**src/rtl/ce_divider.sv**
```systemverilog
// Free-running clock-enable generator: emits a registered one-cycle strobe on
// CE_OUT once every DIVISOR rising edges of CLK.
module ce_divider #(
    parameter int unsigned DIVISOR = 50000
) (
    input  logic CLK,
    input  logic IN_CLR,
    output logic CE_OUT
);

    localparam int unsigned CNT_W = (DIVISOR <= 2) ? 1 : $clog2(DIVISOR);
    localparam logic [CNT_W-1:0] LAST = CNT_W'(DIVISOR - 1);

    generate
        if (DIVISOR < 1 || DIVISOR > (1 << 24)) begin : g_bad_divisor
            $error("ce_divider: DIVISOR must be in 1..2^24");
        end
    endgenerate

    logic [CNT_W-1:0] count_q;
    logic [CNT_W-1:0] count_d;
    logic             ce_q;
    logic             ce_d;

    // Any count above LAST (only reachable through an upset) recovers to zero.
    always_comb begin
        count_d = count_q + CNT_W'(1);
        ce_d    = 1'b0;
        if (count_q == LAST) begin
            count_d = '0;
            ce_d    = 1'b1;
        end else if (count_q > LAST) begin
            count_d = '0;
        end
    end

    always_ff @(posedge CLK or negedge IN_CLR) begin
        if (!IN_CLR) begin
            count_q <= '0;
            ce_q    <= 1'b0;
        end else begin
            count_q <= count_d;
            ce_q    <= ce_d;
        end
    end

    assign CE_OUT = ce_q;

endmodule

```
**config.mk**
```make
export PLATFORM = sky130hd
export DESIGN_NAME = ce_divider
export DESIGN_NICKNAME = d
export VERILOG_FILES = /design/src/rtl/ce_divider.sv
export SDC_FILE = /design/constraint.sdc
export NUM_CORES = 1
export LEC_CHECK = 0
export ABC_CLOCK_PERIOD_IN_PS = 2400
export CAP_MARGIN = 10
export CORE_UTILIZATION = 57
export DETAILED_ROUTE_END_ITERATION = 16
export HOLD_SLACK_MARGIN = 0.08
export PLACE_DENSITY = 0.75
export SYNTH_ARGS = -nofsm -noshare
export SYNTH_HDL_FRONTEND = slang
export SYNTH_SLANG_ARGS = --single-unit
```
**constraint.sdc**
```tcl
create_clock -name CLK -period 2.4 [get_ports CLK]
set_clock_uncertainty 0.15 [all_clocks]
set_input_delay 0.48 -clock CLK [delete_from_list [all_inputs] [get_ports CLK]]
set_output_delay 0.48 -clock CLK [all_outputs]
set_load 0.02 [all_outputs]
```
==> metrics.md, run 1 <==
| Metric | Value |
|---|---|
| Worst Hold Class | `in2async` |
| Seq/Total Area, Yosys | `0.478` |
| Global-route wire length before repair | `2810 microns` |
| Core Area | `0.00138 sq mm` |
| Synthesized area per cell | `10.0 sq um` |
| Pleak | `between 0.4 and 0.5 nW` |
| Root Buffer | `clkbuf_4` |
| Syn Inst Count | `between 80 and 90` |
| Chip height | `around 42 microns` |
| Setup tns final | `0 ns` |
| Total Wirelength | `1630 microns` |
| Ys async rst share | `1.00` |
| Mapped Nets | `92` |
| First-pass iteration count of the detailed router | `4` |
| ANT cells | `0` |
| I/O Pins | `3` |
| Final slew viol count | `0` |
| CTS tree | `done` |
| Largest net degree at the start of global routing | `18` |
| Worst Tran Pin Value | `0.296 ns` |
| Cts bufs inserted | `3` |
| Max-cap violations | `0` |
| Clock Sinks | `17` |
| Critical Path Start Type | `flip-flop` |
| Pwr dens | `468 mW/mm^2` |
| Die X | `41.5 microns` |
| Post-route clock period utilization | `0.828` |
| Critical path class | `reg2reg` |
| Outcome | `completed` |
| Initial DRC Count | `29` |
| Number of buffers added on ports | `2` |
| Post-synth top flop | `dfrtp_1` |
| Mapped cell area | `between 800 and 900 sq um` |
| Post-synth EDFFs | `0` |
| Hold buffers post-CTS | `0` |
| Vias per cell | `5.99` |
| Core Rows | `13` |
| Final HPWL DP | `1120 microns` |
| Highest Clock Rate | `approximately 500 MHz` |
| Final Hold Viols | `0` |
| Cell taking the most area after synthesis | `dfrtp_1` |
| Clock Tree Buf Depth | `2` |
| Drt drc | `0` |
| Synth top area cells | `dfrtp_1, xnor2_1, nor2_2` |
| Setup repair bufs after CTS | `0` |
| Antenna violations before repair | `0` |
| Area share of the largest cell type after synthesis | `0.478` |
| Worst-path fanout max | `12` |
| Die area | `0.00173 sq mm` |
| Post-synth cell types | `26` |
| RD Place Congestion | `approximately 0.91` |
| Yosys warning total | `0` |
| Layout cells sized above 1 | `0.189` |
| Clk_lat worst skew | `0.29 ns` |
| Normalized max-slew margin | `0.801` |
| Crit end category | `flip-flop` |
| Final setup vio count | `0` |
| Final worst slack | `0.413 ns` |
| Nets | `99` |
| CTS clk-pin slew, worst paths | `roughly 0.09 ns` |
| Antenna Violating Nets Remaining | `0` |
| Peak supply drop | `290 uV` |
| Tmin final | `roughly 2.0 ns` |
| RSZ-0062 raised after global routing | `no` |
| Vias in the first global route | `637` |
| Final Hold Slack | `0.349 ns` |
| Tot Pwr | `447 uW` |
| Area grow syn2layout | `7.30%` |
| Starting Density | `0.644` |
| Routed vias | `659` |
| Resized cells post-CTS | `0` |
| Avg WL per Cell | `14.8 microns` |
| Gr usage total | `0.220` |
| Total grt overflow | `0` |
| Arrival @ worst endpoint | `2.07 ns` |
| Place WS | `0.459 ns` |
| H-Tree Level Count | `1` |
| Crit path required time | `about 2.5 ns` |
| Yosys reg bits | `17` |
stage by stage:
step | util | cells | instance area, sq um
3_3_place_gp | 0.672 | 106 | 930
2_1_floorplan | - | 89 | 891
6_report | 0.691 | 110 | 956
5_1_grt | 0.691 | 110 | 956
4_1_cts | 0.691 | 110 | 956
3_5_place_dp | 0.672 | 106 | 930
per-layer routing:
layer | vias up | wire [microns] | global-route usage
li1 | 317 | - | -
met3 | 4 | 77 | 0.0652
met5 | - | 0 | 0
met4 | 0 | 31 | 0.123
met2 | 19 | 774 | 0.341
met1 | 319 | 746 | 0.274
report_power, final:
part | switching [mW] | leakage, nW | internal, mW
clock network | 0.0885 | 0.0150 | 0.0648
logic | 0.00535 | 0.175 | 0.00250
registers | 0 | 0.223 | 0.286
sequential cells by signal, summed over array words and instances (netlist names):
register and flops:
CE_OUT 1, count_q 16
cell usage after synthesis, types with 2 or more instances:
cell type / number
inv_1: 4
xor2_1: 4
nand2_1: 2
nor2_2: 9
dfrtp_1: 17
nand4_1: 7
xnor2_1: 9
nor2_1: 10
and4_1: 2
nand3_1: 5
o21ai_0: 2
nor3_1: 4
kinds of logic after synthesis:
kind of cell,Yosys count,synth area share
AO/OA/AOI/OAI,5,0.0365
buffers and inverters,6,0.0337
flip-flops,17,0.478
XOR/XNOR,13,0.128
adder cells (fa/ha/maj),1,0.0140
AND/OR/NAND/NOR,47,0.310
worst max-delay path, cell delays in order, from the launching register on:
cell and delay [ns]:
dfrtp_1 0.42, or4_4 0.56, and3_4 0.22, a21o_1 0.15
buf_4 0.19, o21ba_1 0.24
final cells by class:
type                            count  area (sq um)
Multi-Input combinational cell     66           435
Fill cell                         103           427
Sequential cell                    17           425
Timing Repair Buffer                4          35.0
Clock buffer                        4          26.3
Tap cell                           15          18.8
Inverter                            4          15.0
cells in the final DEF, fill, tap and decap left out, types with 2 or more instances in the layout:
cell type         n
buf_4             2
and4_1            2
nor2_1           10
inv_1             4
clkbuf_4          3
xnor2_1           9
nor2_2            9
nand3_1           5
nor3_1            4
nand4_1           7
o21ai_0           2
clkdlybuf4s50_1   2
xor2_1            4
nand2_1           2
dfrtp_1          17
worst paths after layout:
path,startpoint,endpoint,slack [ns],cells past startpoint
worst max-delay path,count_q[13],count_q[15],0.41,5
worst min-delay path,IN_CLR,CE_OUT,0.35,2
worst max register to register,count_q[13],count_q[15],0.41,5
worst min register to register,count_q[0],count_q[0],0.35,1
max in group asynchronous,IN_CLR,count_q[1],1.57,2
min in group CLK,count_q[0],count_q[0],0.35,1
Power figures use the tool's default switching activity.
==> run 2, diff against run 1 <==
--- a/config.mk
+++ b/config.mk
@@ -5,7 +5,7 @@
 export SDC_FILE = /design/constraint.sdc
 export NUM_CORES = 1
 export LEC_CHECK = 0
-export ABC_CLOCK_PERIOD_IN_PS = 2400
+export ABC_CLOCK_PERIOD_IN_PS = 2100
 export CAP_MARGIN = 10
 export CORE_UTILIZATION = 57
 export DETAILED_ROUTE_END_ITERATION = 16
==> constraint.sdc (replaced) <==
create_clock -name CLK -period 2.1 [get_ports CLK]
set_clock_uncertainty 0.15 [all_clocks]
set_input_delay 0.42 -clock CLK [delete_from_list [all_inputs] [get_ports CLK]]
set_output_delay 0.42 -clock CLK [all_outputs]
set_load 0.02 [all_outputs]
==> run 2 against run 1 <==
  * Sequential cell count did not move
  * Non-clock buffer count rose by 2
  * Final area rose by 1.7%
  * First-iteration DRC count fell by 45%
  * Cell count rose by 1.8%
  * Clock power rose by 14%
  * Setup slack got worse by 0.27 ns
==> metrics.md, run 2 (synthesized netlist as in run 1, its figures left out) <==
| Metric | Value |
|---|---|
| Critical path class | `reg2reg` |
| Starting Density | `0.644` |
| Vias in the first global route | `650` |
| Antenna Violating Nets Remaining | `0` |
| Final HPWL DP | `1170 microns` |
| Seq. cell area | `425 sq um` |
| Setup tns final | `0 ns` |
| Crit path required time | `2.18 ns` |
| Number of flip-flops in the largest register | `16` |
| Hold buffers post-CTS | `0` |
| Core Rows | `13` |
| Reg power frac | `0.641` |
| Worst path max stage delay | `0.55 ns` |
| Drt drc | `0` |
| Routed vias | `659` |
| Commonest non-fill, non-tap cell in the layout | `dfrtp_1` |
| Top delay family on crit path | `simple AND/OR/NAND/NOR gates` |
| Cts bufs inserted | `3` |
| Logic pwr share | `0.017` |
| Crit end category | `flip-flop` |
| Initial DRC Count | `16` |
| Cell area after layout | `972 sq um` |
| ANT cells | `0` |
| Total grt overflow | `0` |
| Resized cells post-CTS | `0` |
| Antenna violations before repair | `0` |
| RR Startpoint | `count_q[12]` |
| Die area | `between 0.0015 and 0.002 sq mm` |
| I/O Pins | `3` |
| Vias per cell | `around 6` |
| Core Area | `0.00138 sq mm` |
| Nets | `101` |
| Layout cells sized above 1 | `0.216` |
| Global-route wire length before repair | `2770 microns` |
| Met3 wire len | `65 microns` |
| Multi-input gate area | `435 sq um` |
| Post-route clock period utilization | `0.930` |
| Final slew viol count | `0` |
| Die X | `between 40 and 50 microns` |
| Psw | `109 uW` |
| Normalized max-slew margin | `0.788` |
| Largest net degree at the start of global routing | `18` |
| Switching Fraction | `0.214` |
| Arrival @ worst endpoint | `2.03 ns` |
| Root Buffer | `clkbuf_4` |
| Area after DPL | `945 sq um` |
| Final Hold Viols | `0` |
| RD Place Congestion | `about 0.90` |
| Critical Path Start Type | `flip-flop` |
| Most frequent cells in the layout | `dfrtp_1, nor2_1, xnor2_1, nor2_2, nand4_1` |
| DRT met1 WL | `729 microns` |
| Outcome | `completed` |
| Tot Pwr | `~510 uW` |
| Placed Cells | `~110` |
| Setup repair bufs after CTS | `0` |
| Peak supply drop | `between 300 and 400 uV` |
| Flop-to-flop setup slack | `between 0.1 and 0.15 ns` |
| Total Wirelength | `~1600 microns` |
| Highest Clock Rate | `slightly above 500 MHz` |
| Avg WL per Cell | `~15 microns` |
| Final setup vio count | `0` |
| Top reg by flops | `count_q` |
| CTS tree | `done` |
| CTS clk-pin slew, worst paths | `0.10 ns` |
| Chip height | `41.5 microns` |
| Worst Tran Pin Value | `about 0.31 ns` |
| Clock Sinks | `17` |
| Worst Path Buf+Inv | `1` |
| Clock Tree Buf Depth | `2` |
| Non-filler cells, final | `112` |
| Pwr dens | `525 mW/mm^2` |
| Met2 Wirelength | `around 790 microns` |
| Worst-path fanout max | `6` |
| Uppermost layer routed | `met4` |
| Max-cap violations | `0` |
| FILL cells | `99` |
| H-Tree Level Count | `1` |
| R2R depth | `5` |
| Pleak | `0.426 nW` |
| Clock power frac | `0.342` |
| Clk_lat worst skew | `0.30 ns` |
| Number of buffers added on ports | `2` |
| Gr usage total | `0.213` |
| Area grow syn2layout | `9.13%` |
| First-pass iteration count of the detailed router | `4` |
| Worst Hold Class | `in2async` |
| Slowest stage cell, crit path | `or4_4` |
| RSZ-0062 raised after global routing | `no` |
| Tmin final | `1.95 ns` |
| Worst path cell trace | `or4_4 > and3_4 > a21o_1 > buf_4 > nor2_1` |
| Internal | `about 400 uW` |
| Reg2reg end | `count_q[3]` |
==> run 2: cell types whose count changed in the layout (fill, tap and decap cells not counted), sizes merged <==
cell | before | now
clkinv | 0 | 1
buf | 2 | 4
clkbuf | 4 | 3
==> run 2: layer usage <==
layer,vias up,global-route usage
met4,0,0.123
met5,-,0
met1,310,0.256
met2,21,0.366
met3,6,0.0261
li1,322,-
==> run 2: worst register-to-register path: cells and delay by family (launching register included) <==
| kind | cells | cell delay [ns] |
|---|---|---|
| and+or+nand+nor | 3 | 0.88 |
| DFF | 1 | 0.44 |
| AOI/OAI and AO/OA | 1 | 0.24 |
| buffers and inverters | 1 | 0.19 |
==> run 2: power by group through the flow <==
stage	Clock (mW)	Sequential, mW	Combinational [mW]
after floorplan	0	0.334	0.000000165
after global placement	0	0.334	0.00939
after detailed placement	0	0.334	0.00946
after CTS	0.178	0.327	0.00945
after global routing	0.189	0.327	0.0107
final	0.175	0.327	0.00886
==> run 2: cell type report <==
cell class                 instances  area share
clock buffer                       3      0.0232
timing repair buffer               6      0.0515
clock inverter                     1     0.00515
sequential                        17       0.438
multi-input combinational         66       0.448
inverter                           4      0.0154
tap                               15      0.0193
==> run 2: worst max path at each step <==
stage	startpoint	endpoint	slack, ns	cells past startpoint
global route	count_q[12]	count_q[3]	0.08	5
global placement	count_q[10]	count_q[5]	0.24	5
CTS	count_q[12]	count_q[3]	0.13	5
detailed placement	count_q[12]	count_q[3]	0.17	5
finish	count_q[12]	count_q[3]	0.15	5
floorplan	count_q[12]	count_q[14]	0.36	5
==> run 2: stage by stage <==
step | worst slack (ns) | utilization | hold slack [ns]
floorplan | 0.362 | - | -0.0256
global placement | 0.236 | 0.683 | 0.328
detailed placement | 0.173 | 0.683 | 0.328
CTS | 0.129 | 0.703 | 0.278
global route | 0.0838 | 0.703 | 0.318
finish | 0.148 | 0.703 | 0.272
==> run 3, diff against run 2 <==
--- a/config.mk
+++ b/config.mk
@@ -9,7 +9,6 @@
 export CAP_MARGIN = 10
 export CORE_UTILIZATION = 57
 export DETAILED_ROUTE_END_ITERATION = 16
-export HOLD_SLACK_MARGIN = 0.08
 export PLACE_DENSITY = 0.75
 export SYNTH_ARGS = -nofsm -noshare
 export SYNTH_HDL_FRONTEND = slang
==> results of run 3 <==
Same layout as run 2: the final DEF is identical, and so are final timing and power.
